### src/rtl/cpu_types_pkg.sv
// Shared CPU types for the pipeline controller: register index type,
// controller state encoding and the bundle of latch-control outputs.
package cpu_types_pkg;

    typedef logic [4:0] regbits_t;

    typedef enum logic [1:0] {
        RUN     = 2'd0,
        MEMWAIT = 2'd1,
        DRAIN   = 2'd2,
        HALT    = 2'd3
    } pctrl_state_t;

    // Raw state codes used inside the controller FSM; they match pctrl_state_t.
    localparam logic [1:0] ST_RUN     = 2'd0;
    localparam logic [1:0] ST_MEMWAIT = 2'd1;
    localparam logic [1:0] ST_DRAIN   = 2'd2;
    localparam logic [1:0] ST_HALT    = 2'd3;

    // One cycle's worth of controller outputs.
    typedef struct packed {
        logic pc_en;
        logic en_ifid;
        logic en_idex;
        logic en_exmem;
        logic en_memwb;
        logic flush_ifid;
        logic flush_idex;
        logic halted;
    } pctrl_out_t;

    // Output patterns, bit order as in pctrl_out_t.
    localparam pctrl_out_t OUT_NONE       = pctrl_out_t'(8'b0000_0000);
    localparam pctrl_out_t OUT_FLOW       = pctrl_out_t'(8'b1111_1000);
    localparam pctrl_out_t OUT_BUBBLE     = pctrl_out_t'(8'b0011_1010);
    localparam pctrl_out_t OUT_REDIRECT   = pctrl_out_t'(8'b1111_1110);
    localparam pctrl_out_t OUT_HALT_ENTRY = pctrl_out_t'(8'b0111_1110);
    localparam pctrl_out_t OUT_DRAIN      = pctrl_out_t'(8'b0000_1000);
    localparam pctrl_out_t OUT_HALTED     = pctrl_out_t'(8'b0000_0001);

endpackage

### src/rtl/pipeline_ctrl_if.sv
// Signal bundle between the datapath (master) and the hazard/sequencing
// controller (slave).
//
// Handshake semantics: ihit and dhit are level "done" strobes sampled every
// cycle. ihit=1 means the fetch for the current PC is available this cycle;
// dhit=1 means the MEM-stage access held by mem_req finishes this cycle. The
// controller never waits on a request of its own; it only gates latch
// enables, so a pipeline stage advances exactly in cycles where its enable is 1.
interface pipeline_ctrl_if;
    import cpu_types_pkg::*;

    // datapath -> controller
    logic     ihit;
    logic     dhit;
    logic     mem_req;
    logic     idex_memread;
    regbits_t idex_rt;
    regbits_t ifid_rs;
    regbits_t ifid_rt;
    logic     ex_redirect;
    logic     halt_in;

    // controller -> datapath
    logic     pc_en;
    logic     en_ifid;
    logic     en_idex;
    logic     en_exmem;
    logic     en_memwb;
    logic     flush_IFID;
    logic     flush_IDEX;
    logic     halted;

    modport master (
        output ihit, dhit, mem_req, idex_memread, idex_rt, ifid_rs, ifid_rt,
               ex_redirect, halt_in,
        input  pc_en, en_ifid, en_idex, en_exmem, en_memwb, flush_IFID,
               flush_IDEX, halted
    );

    modport slave (
        input  ihit, dhit, mem_req, idex_memread, idex_rt, ifid_rs, ifid_rt,
               ex_redirect, halt_in,
        output pc_en, en_ifid, en_idex, en_exmem, en_memwb, flush_IFID,
               flush_IDEX, halted
    );

endinterface

### src/rtl/hazard_unit.sv
// Load-use hazard detection: the load in ID/EX writes a register that the
// instruction in IF/ID reads. Register 0 never creates a dependency.
module hazard_unit
    import cpu_types_pkg::*;
(
    input  logic     idex_memread,
    input  regbits_t idex_rt,
    input  regbits_t ifid_rs,
    input  regbits_t ifid_rt,
    output logic     loaduse
);

    // Pure combinational compare against both source fields.
    always_comb begin
        loaduse = idex_memread && (idex_rt != 5'd0) &&
                  ((idex_rt == ifid_rs) || (idex_rt == ifid_rt));
    end

endmodule

### src/rtl/pipeline_ctrl.sv
// Central hazard and sequencing controller for the 5-stage pipeline.
// Drives PC enable and the IF/ID, ID/EX, EX/MEM, MEM/WB enables/flushes.
// States: RUN, MEMWAIT (dcache wait), DRAIN (HALT writeback), HALT.
// Outputs are Mealy and forced to 0 while nRST is low.
// Optional build macro PERF_CNT_EN adds saturating stall_cycles and
// flush_events counters of width CNT_W.
module pipeline_ctrl
    import cpu_types_pkg::*;
#(
    parameter int CNT_W = 16
) (
    input  logic              CLK,
    input  logic              nRST,
    pipeline_ctrl_if.slave    pif,
    output pctrl_state_t      state_dbg
`ifdef PERF_CNT_EN
    ,
    output logic [CNT_W-1:0]  stall_cycles,
    output logic [CNT_W-1:0]  flush_events
`endif
);

    logic       [1:0] state_q;
    logic       [1:0] state_d;
    logic             freeze;
    logic             loaduse;
    pctrl_out_t       flow_o;
    pctrl_out_t       out_o;

    hazard_unit u_hazard (
        .idex_memread (pif.idex_memread),
        .idex_rt      (pif.idex_rt),
        .ifid_rs      (pif.ifid_rs),
        .ifid_rt      (pif.ifid_rt),
        .loaduse      (loaduse)
    );

    // An outstanding MEM access that has not completed freezes everything.
    always_comb begin
        freeze = pif.mem_req && !pif.dhit;
    end

    // Unfrozen RUN priority: halt, redirect, then front-end hold (load-use
    // or icache miss). A redirect discards whatever the front end was doing,
    // so a concurrent load-use or icache miss does not matter.
    always_comb begin
        flow_o = OUT_FLOW;
        if (pif.halt_in) begin
            flow_o = OUT_HALT_ENTRY;
        end else if (pif.ex_redirect) begin
            flow_o = OUT_REDIRECT;
        end else if (loaduse || !pif.ihit) begin
            flow_o = OUT_BUBBLE;
        end
    end

    // Next-state and Mealy output selection.
    always_comb begin
        state_d = state_q;
        out_o   = OUT_NONE;
        case (state_q)
            ST_RUN: begin
                if (freeze) begin
                    state_d = ST_MEMWAIT;
                end else begin
                    out_o = flow_o;
                    if (pif.halt_in) begin
                        state_d = ST_DRAIN;
                    end
                end
            end
            ST_MEMWAIT: begin
                // EX inputs were held during the freeze, so the releasing
                // cycle serves any redirect or halt that arrived with it.
                if (pif.dhit) begin
                    out_o   = flow_o;
                    state_d = pif.halt_in ? ST_DRAIN : ST_RUN;
                end
            end
            ST_DRAIN: begin
                out_o   = OUT_DRAIN;
                state_d = ST_HALT;
            end
            ST_HALT: begin
                out_o = OUT_HALTED;
            end
            default: begin
                state_d = ST_RUN;
            end
        endcase
        if (!nRST) begin
            out_o = OUT_NONE;
        end
    end

    // State register; reset returns to RUN from anywhere.
    always_ff @(posedge CLK or negedge nRST) begin
        if (!nRST) begin
            state_q <= ST_RUN;
        end else begin
            state_q <= state_d;
        end
    end

    // Drive the interface and the debug state view.
    always_comb begin
        pif.pc_en      = out_o.pc_en;
        pif.en_ifid    = out_o.en_ifid;
        pif.en_idex    = out_o.en_idex;
        pif.en_exmem   = out_o.en_exmem;
        pif.en_memwb   = out_o.en_memwb;
        pif.flush_IFID = out_o.flush_ifid;
        pif.flush_IDEX = out_o.flush_idex;
        pif.halted     = out_o.halted;
        state_dbg      = pctrl_state_t'(state_q);
    end

`ifdef PERF_CNT_EN
    logic [CNT_W-1:0] stall_q;
    logic [CNT_W-1:0] stall_d;
    logic [CNT_W-1:0] flush_q;
    logic [CNT_W-1:0] flush_d;

    // Saturating counters: stalls counted only in RUN/MEMWAIT with the PC held.
    always_comb begin
        stall_d = stall_q;
        flush_d = flush_q;
        if (((state_q == ST_RUN) || (state_q == ST_MEMWAIT)) && !out_o.pc_en &&
            (stall_q != {CNT_W{1'b1}})) begin
            stall_d = stall_q + CNT_W'(1);
        end
        if (out_o.flush_ifid && (flush_q != {CNT_W{1'b1}})) begin
            flush_d = flush_q + CNT_W'(1);
        end
    end

    // Counter registers.
    always_ff @(posedge CLK or negedge nRST) begin
        if (!nRST) begin
            stall_q <= '0;
            flush_q <= '0;
        end else begin
            stall_q <= stall_d;
            flush_q <= flush_d;
        end
    end

    // Counter outputs.
    always_comb begin
        stall_cycles = stall_q;
        flush_events = flush_q;
    end
`endif

endmodule

### src/flat_wrapper.sv
// flat-port wrapper written by rule: the top's interface ports become plain ports
module pipeline_ctrl_flat import cpu_types_pkg::*;
#(
    parameter int CNT_W = 16
)
  (CLK, nRST, state_dbg, pif_ihit, pif_dhit, pif_mem_req, pif_idex_memread, pif_idex_rt, pif_ifid_rs, pif_ifid_rt, pif_ex_redirect, pif_halt_in, pif_pc_en, pif_en_ifid, pif_en_idex, pif_en_exmem, pif_en_memwb, pif_flush_IFID, pif_flush_IDEX, pif_halted);
  pipeline_ctrl_if pif_i ();
  input  logic CLK;
  input  logic nRST;
  output pctrl_state_t state_dbg;
  input wire logic [$bits(pif_i.ihit)-1:0] pif_ihit;
  input wire logic [$bits(pif_i.dhit)-1:0] pif_dhit;
  input wire logic [$bits(pif_i.mem_req)-1:0] pif_mem_req;
  input wire logic [$bits(pif_i.idex_memread)-1:0] pif_idex_memread;
  input wire logic [$bits(pif_i.idex_rt)-1:0] pif_idex_rt;
  input wire logic [$bits(pif_i.ifid_rs)-1:0] pif_ifid_rs;
  input wire logic [$bits(pif_i.ifid_rt)-1:0] pif_ifid_rt;
  input wire logic [$bits(pif_i.ex_redirect)-1:0] pif_ex_redirect;
  input wire logic [$bits(pif_i.halt_in)-1:0] pif_halt_in;
  output wire logic [$bits(pif_i.pc_en)-1:0] pif_pc_en;
  output wire logic [$bits(pif_i.en_ifid)-1:0] pif_en_ifid;
  output wire logic [$bits(pif_i.en_idex)-1:0] pif_en_idex;
  output wire logic [$bits(pif_i.en_exmem)-1:0] pif_en_exmem;
  output wire logic [$bits(pif_i.en_memwb)-1:0] pif_en_memwb;
  output wire logic [$bits(pif_i.flush_IFID)-1:0] pif_flush_IFID;
  output wire logic [$bits(pif_i.flush_IDEX)-1:0] pif_flush_IDEX;
  output wire logic [$bits(pif_i.halted)-1:0] pif_halted;
  assign pif_i.ihit = pif_ihit;
  assign pif_i.dhit = pif_dhit;
  assign pif_i.mem_req = pif_mem_req;
  assign pif_i.idex_memread = pif_idex_memread;
  assign pif_i.idex_rt = pif_idex_rt;
  assign pif_i.ifid_rs = pif_ifid_rs;
  assign pif_i.ifid_rt = pif_ifid_rt;
  assign pif_i.ex_redirect = pif_ex_redirect;
  assign pif_i.halt_in = pif_halt_in;
  assign pif_pc_en = pif_i.pc_en;
  assign pif_en_ifid = pif_i.en_ifid;
  assign pif_en_idex = pif_i.en_idex;
  assign pif_en_exmem = pif_i.en_exmem;
  assign pif_en_memwb = pif_i.en_memwb;
  assign pif_flush_IFID = pif_i.flush_IFID;
  assign pif_flush_IDEX = pif_i.flush_IDEX;
  assign pif_halted = pif_i.halted;
  pipeline_ctrl #(.CNT_W(CNT_W)) u_core (.CLK(CLK), .nRST(nRST), .pif(pif_i), .state_dbg(state_dbg));
endmodule
### config.mk
export PLATFORM = sky130hd
export DESIGN_NAME = pipeline_ctrl_flat
export DESIGN_NICKNAME = d
export VERILOG_FILES = /design/src/rtl/cpu_types_pkg.sv /design/src/rtl/pipeline_ctrl_if.sv /design/src/rtl/hazard_unit.sv /design/src/rtl/pipeline_ctrl.sv /design/src/flat_wrapper.sv
export SDC_FILE = /design/constraint.sdc
export NUM_CORES = 1
export LEC_CHECK = 0
export CORE_MARGIN = 2
export CORE_UTILIZATION = 32
export DETAILED_ROUTE_END_ITERATION = 16
export PLACE_DENSITY = 0.78
export SYNTH_ARGS = -nofsm -noshare
export SYNTH_HDL_FRONTEND = slang
export SYNTH_SLANG_ARGS = --single-unit
### constraint.sdc
create_clock -name CLK -period 2.4 [get_ports CLK]
set_clock_uncertainty 0.15 [all_clocks]
set_input_delay 0.48 -clock CLK [delete_from_list [all_inputs] [get_ports CLK]]
set_output_delay 0.48 -clock CLK [all_outputs]
set_load 0.02 [all_outputs]
==> metrics.md <==
| Metric | Value |
|---|---|
| Status | completed |
| ANT cells | 0 |
| Vias per cell | 4.72 |
| CP max FO | 3 |
| Total Nets Final | 142 |
| Clk root buf | clkbuf_4 |
| Initial antenna violation count | 0 |
| Setup repair after global routing missed its margin | yes |
| Clock Latency Late Sink | 0.22 ns |
| Worst path cell trace | clkdlybuf4s15_1 -> or4_4 -> o21ai_4 -> nor3_2 -> a211oi_2 -> buf_4 |
| Post-synthesis register bit count | 2 |
| Post-synth EDFFs | 0 |
| Min Hold Slack | 0.424 ns |
| Clk slew on worst S/H paths | 0.03 ns |
| LEAKAGE | 0.467 nW |
| # IOs | 33 |
| VDD IR max | 0.656 mV |
| DPL Wire Length | 1.18 mm |
| Top post-synthesis cells by area | xnor2_1 (21%), dfrtp_1 (12%), ha_1 (12%), nor2_1 (6.2%), a21oi_1 (4.7%) |
| Post-Synthesis Cell Area | 423 µm² |
| Vias | 604 |
| Max-cap violation count | 0 |
| Yosys warns | 0 |
| Power Density | 795 nW/µm² |
| DIE HEIGHT | 40.4 µm |
| Seq/Total Area, Yosys | 11.8% |
| Clock buffer depth | 2 |
| Core area | 1270 µm² |
| Setup_tns | 0 ns |
| Port bufs | 32 |
| Slew HR | 81.2% |
| Distinct cells, synth | 25 |
| 1st-iter DRT viols | 8 |
| Commonest register cell after synthesis | dfrtp_1 |
| Setup ws final | 0.0210 ns |
| # DRC | 0 |
| CTS buffer count | 3 |
| Fmax | 420 MHz |
| Initial DRT Pass Iterations | 4 |
| Async SR Flop Fraction | 100% |
| Cells after synthesis | 58 |
| Clock sink count | 2 |
| Final setup vio count | 0 |
| Vias in the first global route | 568 |
| Die area | 1630 µm² |
| CTS tree | built |
| Worst Tran Pin Value | 0.280 ns |
| GPL Wtd Cong | 0.772 |
| Largest net degree at the start of global routing | 6 |
| Synth top area share | 20.7% |
| Setup crit end kind | primary output |
| Syn Nets | 85 |
| Row count | 13 |
| Slew Limit Fails | 0 |
| Final period util | 99.1% |
| Final Critical Period | 2.38 ns |
| Initial Utilization | 33.3% |
| Wire per inst | 11.6 µm |
| Final Hold Viols | 0 |
| Place WS | -0.742 ns |
| Slowest CP cell | or4_4 |
| Post-synth top area cell | xnor2_1 |
| ANT nets after route | 0 |
| First-pass GRT wire length | 2.24 mm |
| Hold/Removal Path Class | input pin to asynchronous set/reset pin |
| Die Span X | 40.4 µm |
| Max reg flops | 2 |
| Synthesized area per cell | 7.29 µm² |
| Total GRT Usage | 20.4% |
| Pwr Total | 0.755 mW |
| Worst r2r path cells | 6 |
| CP Data Arrival Time | 1.75 ns |
| GRT overflow | 0 |
| Layout cells sized above 1 | 36.3% |
| # H-tree levels | 1 |
| Final WL | 1.48 mm |
| Worst flop-to-flop path endpoint | u_core.state_dbg[1]$_DFFE_PN0P_ |
| Worst EP required | 1.77 ns |
| WS Path Type | input pin to primary output |
| Reg2Reg Setup Slack | 0.46 ns |
| Peak per-stage delay on the critical path | 0.50 ns |
| P&R area growth vs syn | 125% |
| Reg2Reg Launch Point | u_core.state_dbg[0]$_DFFE_PN0P_ |
| Nature of the critical path startpoint | input pin |
| Final core utilization | 74.9% |
[logic make-up after synthesis]
family / count (synthesis) / synth area share [%]
DFF: 2 / 11.8
AOI/OAI and AO/OA: 13 / 21.3
and+or+nand+nor: 22 / 25.4
xor gates and xnor gates: 10 / 20.7
adders and majority gates: 4 / 11.8
muxes: 1 / 2.66
buffers and inverters: 6 / 6.21
[synthesized netlist by cell type (2+ instances only)]
cell	count
a21oi_1	4
xnor2_1	10
nor3_1	4
inv_1	5
nor2b_1	2
dfrtp_1	2
nand2_1	3
nor2_1	7
nand3_1	2
ha_1	4
[through the flow]
step                instance area, µm²  std cells
finish                             950        128
global route                       950        128
CTS                                933        127
detailed placement                 890        122
global placement                   890        122
floorplan                          423         58
[power by group]
| group | switching, mW | total, mW | internal [mW] |
|---|---|---|---|
| logic | 0.283 | 0.616 | 0.333 |
| registers | 0.0145 | 0.0682 | 0.0537 |
| clock network | 0.0164 | 0.0714 | 0.0549 |
[cells in the final DEF, fill, tap and decap left out, types with 2 or more instances in the layout]
cell type,synthesis,final
dlymetal6s2s_1,0,3
ha_1,4,3
clkdlybuf4s50_1,0,16
buf_4,1,23
inv_1,5,4
nor2_1,7,7
clkbuf_2,0,2
clkdlybuf4s15_1,0,2
nand3_1,2,2
buf_2,0,2
nor3_1,4,3
dfrtp_1,2,2
xnor2_1,10,10
a21oi_1,4,4
clkbuf_4,0,3
nand2_1,3,3
dlygate4sd2_1,0,4
[layer usage]
metal | wire length, µm | vias up | track usage [%]
met5 | 0 | - | 0
met4 | 19 | 0 | 5.00
li1 | - | 314 | -
met1 | 621 | 277 | 23.1
met2 | 812 | 11 | 38.1
met3 | 30 | 2 | 3.89
[cell type report]
type	count	area [µm²]
Timing Repair Buffer	53	457
Multi-Input combinational cell	50	383
Fill cell	91	319
Sequential cell	2	50.0
Clock buffer	3	22.5
Inverter	5	18.8
Tap cell	15	18.8
[timing repair]
item | in CTS | in global routing
hold endpoints to repair | 0 | 0
hold buffers | 0 | 0
resized for setup | 39 | 11
setup buffers | 2 | 1
pin swaps | 9 | 4
endpoints found under the setup margin | 8 | 6
[worst max path at each step]
stage	start	end	slack [ns]	cells after the start
6_report	pif_idex_rt[1]	pif_en_ifid	0.02	6
5_1_grt	u_core.state_dbg[0]$_DFFE_PN0P_	pif_flush_IDEX	-0.04	7
4_1_cts	u_core.state_dbg[0]$_DFFE_PN0P_	pif_en_idex	-0.005	7
3_5_place_dp	pif_idex_rt[4]	pif_en_ifid	-0.74	6
3_3_place_gp	pif_idex_rt[4]	pif_en_ifid	-0.72	6
2_1_floorplan	u_core.state_dbg[0]$_DFFE_PN0P_	pif_pc_en	0.006	7
[critical path, delay by kind of cell]
| family | cells | cell delay, ns |
|---|---|---|
| AOI/OAI and AO/OA | 2 | 0.34 |
| and+or+nand+nor | 2 | 0.57 |
| buffers and inverters | 2 | 0.36 |
(Power assumes the default switching activity.)
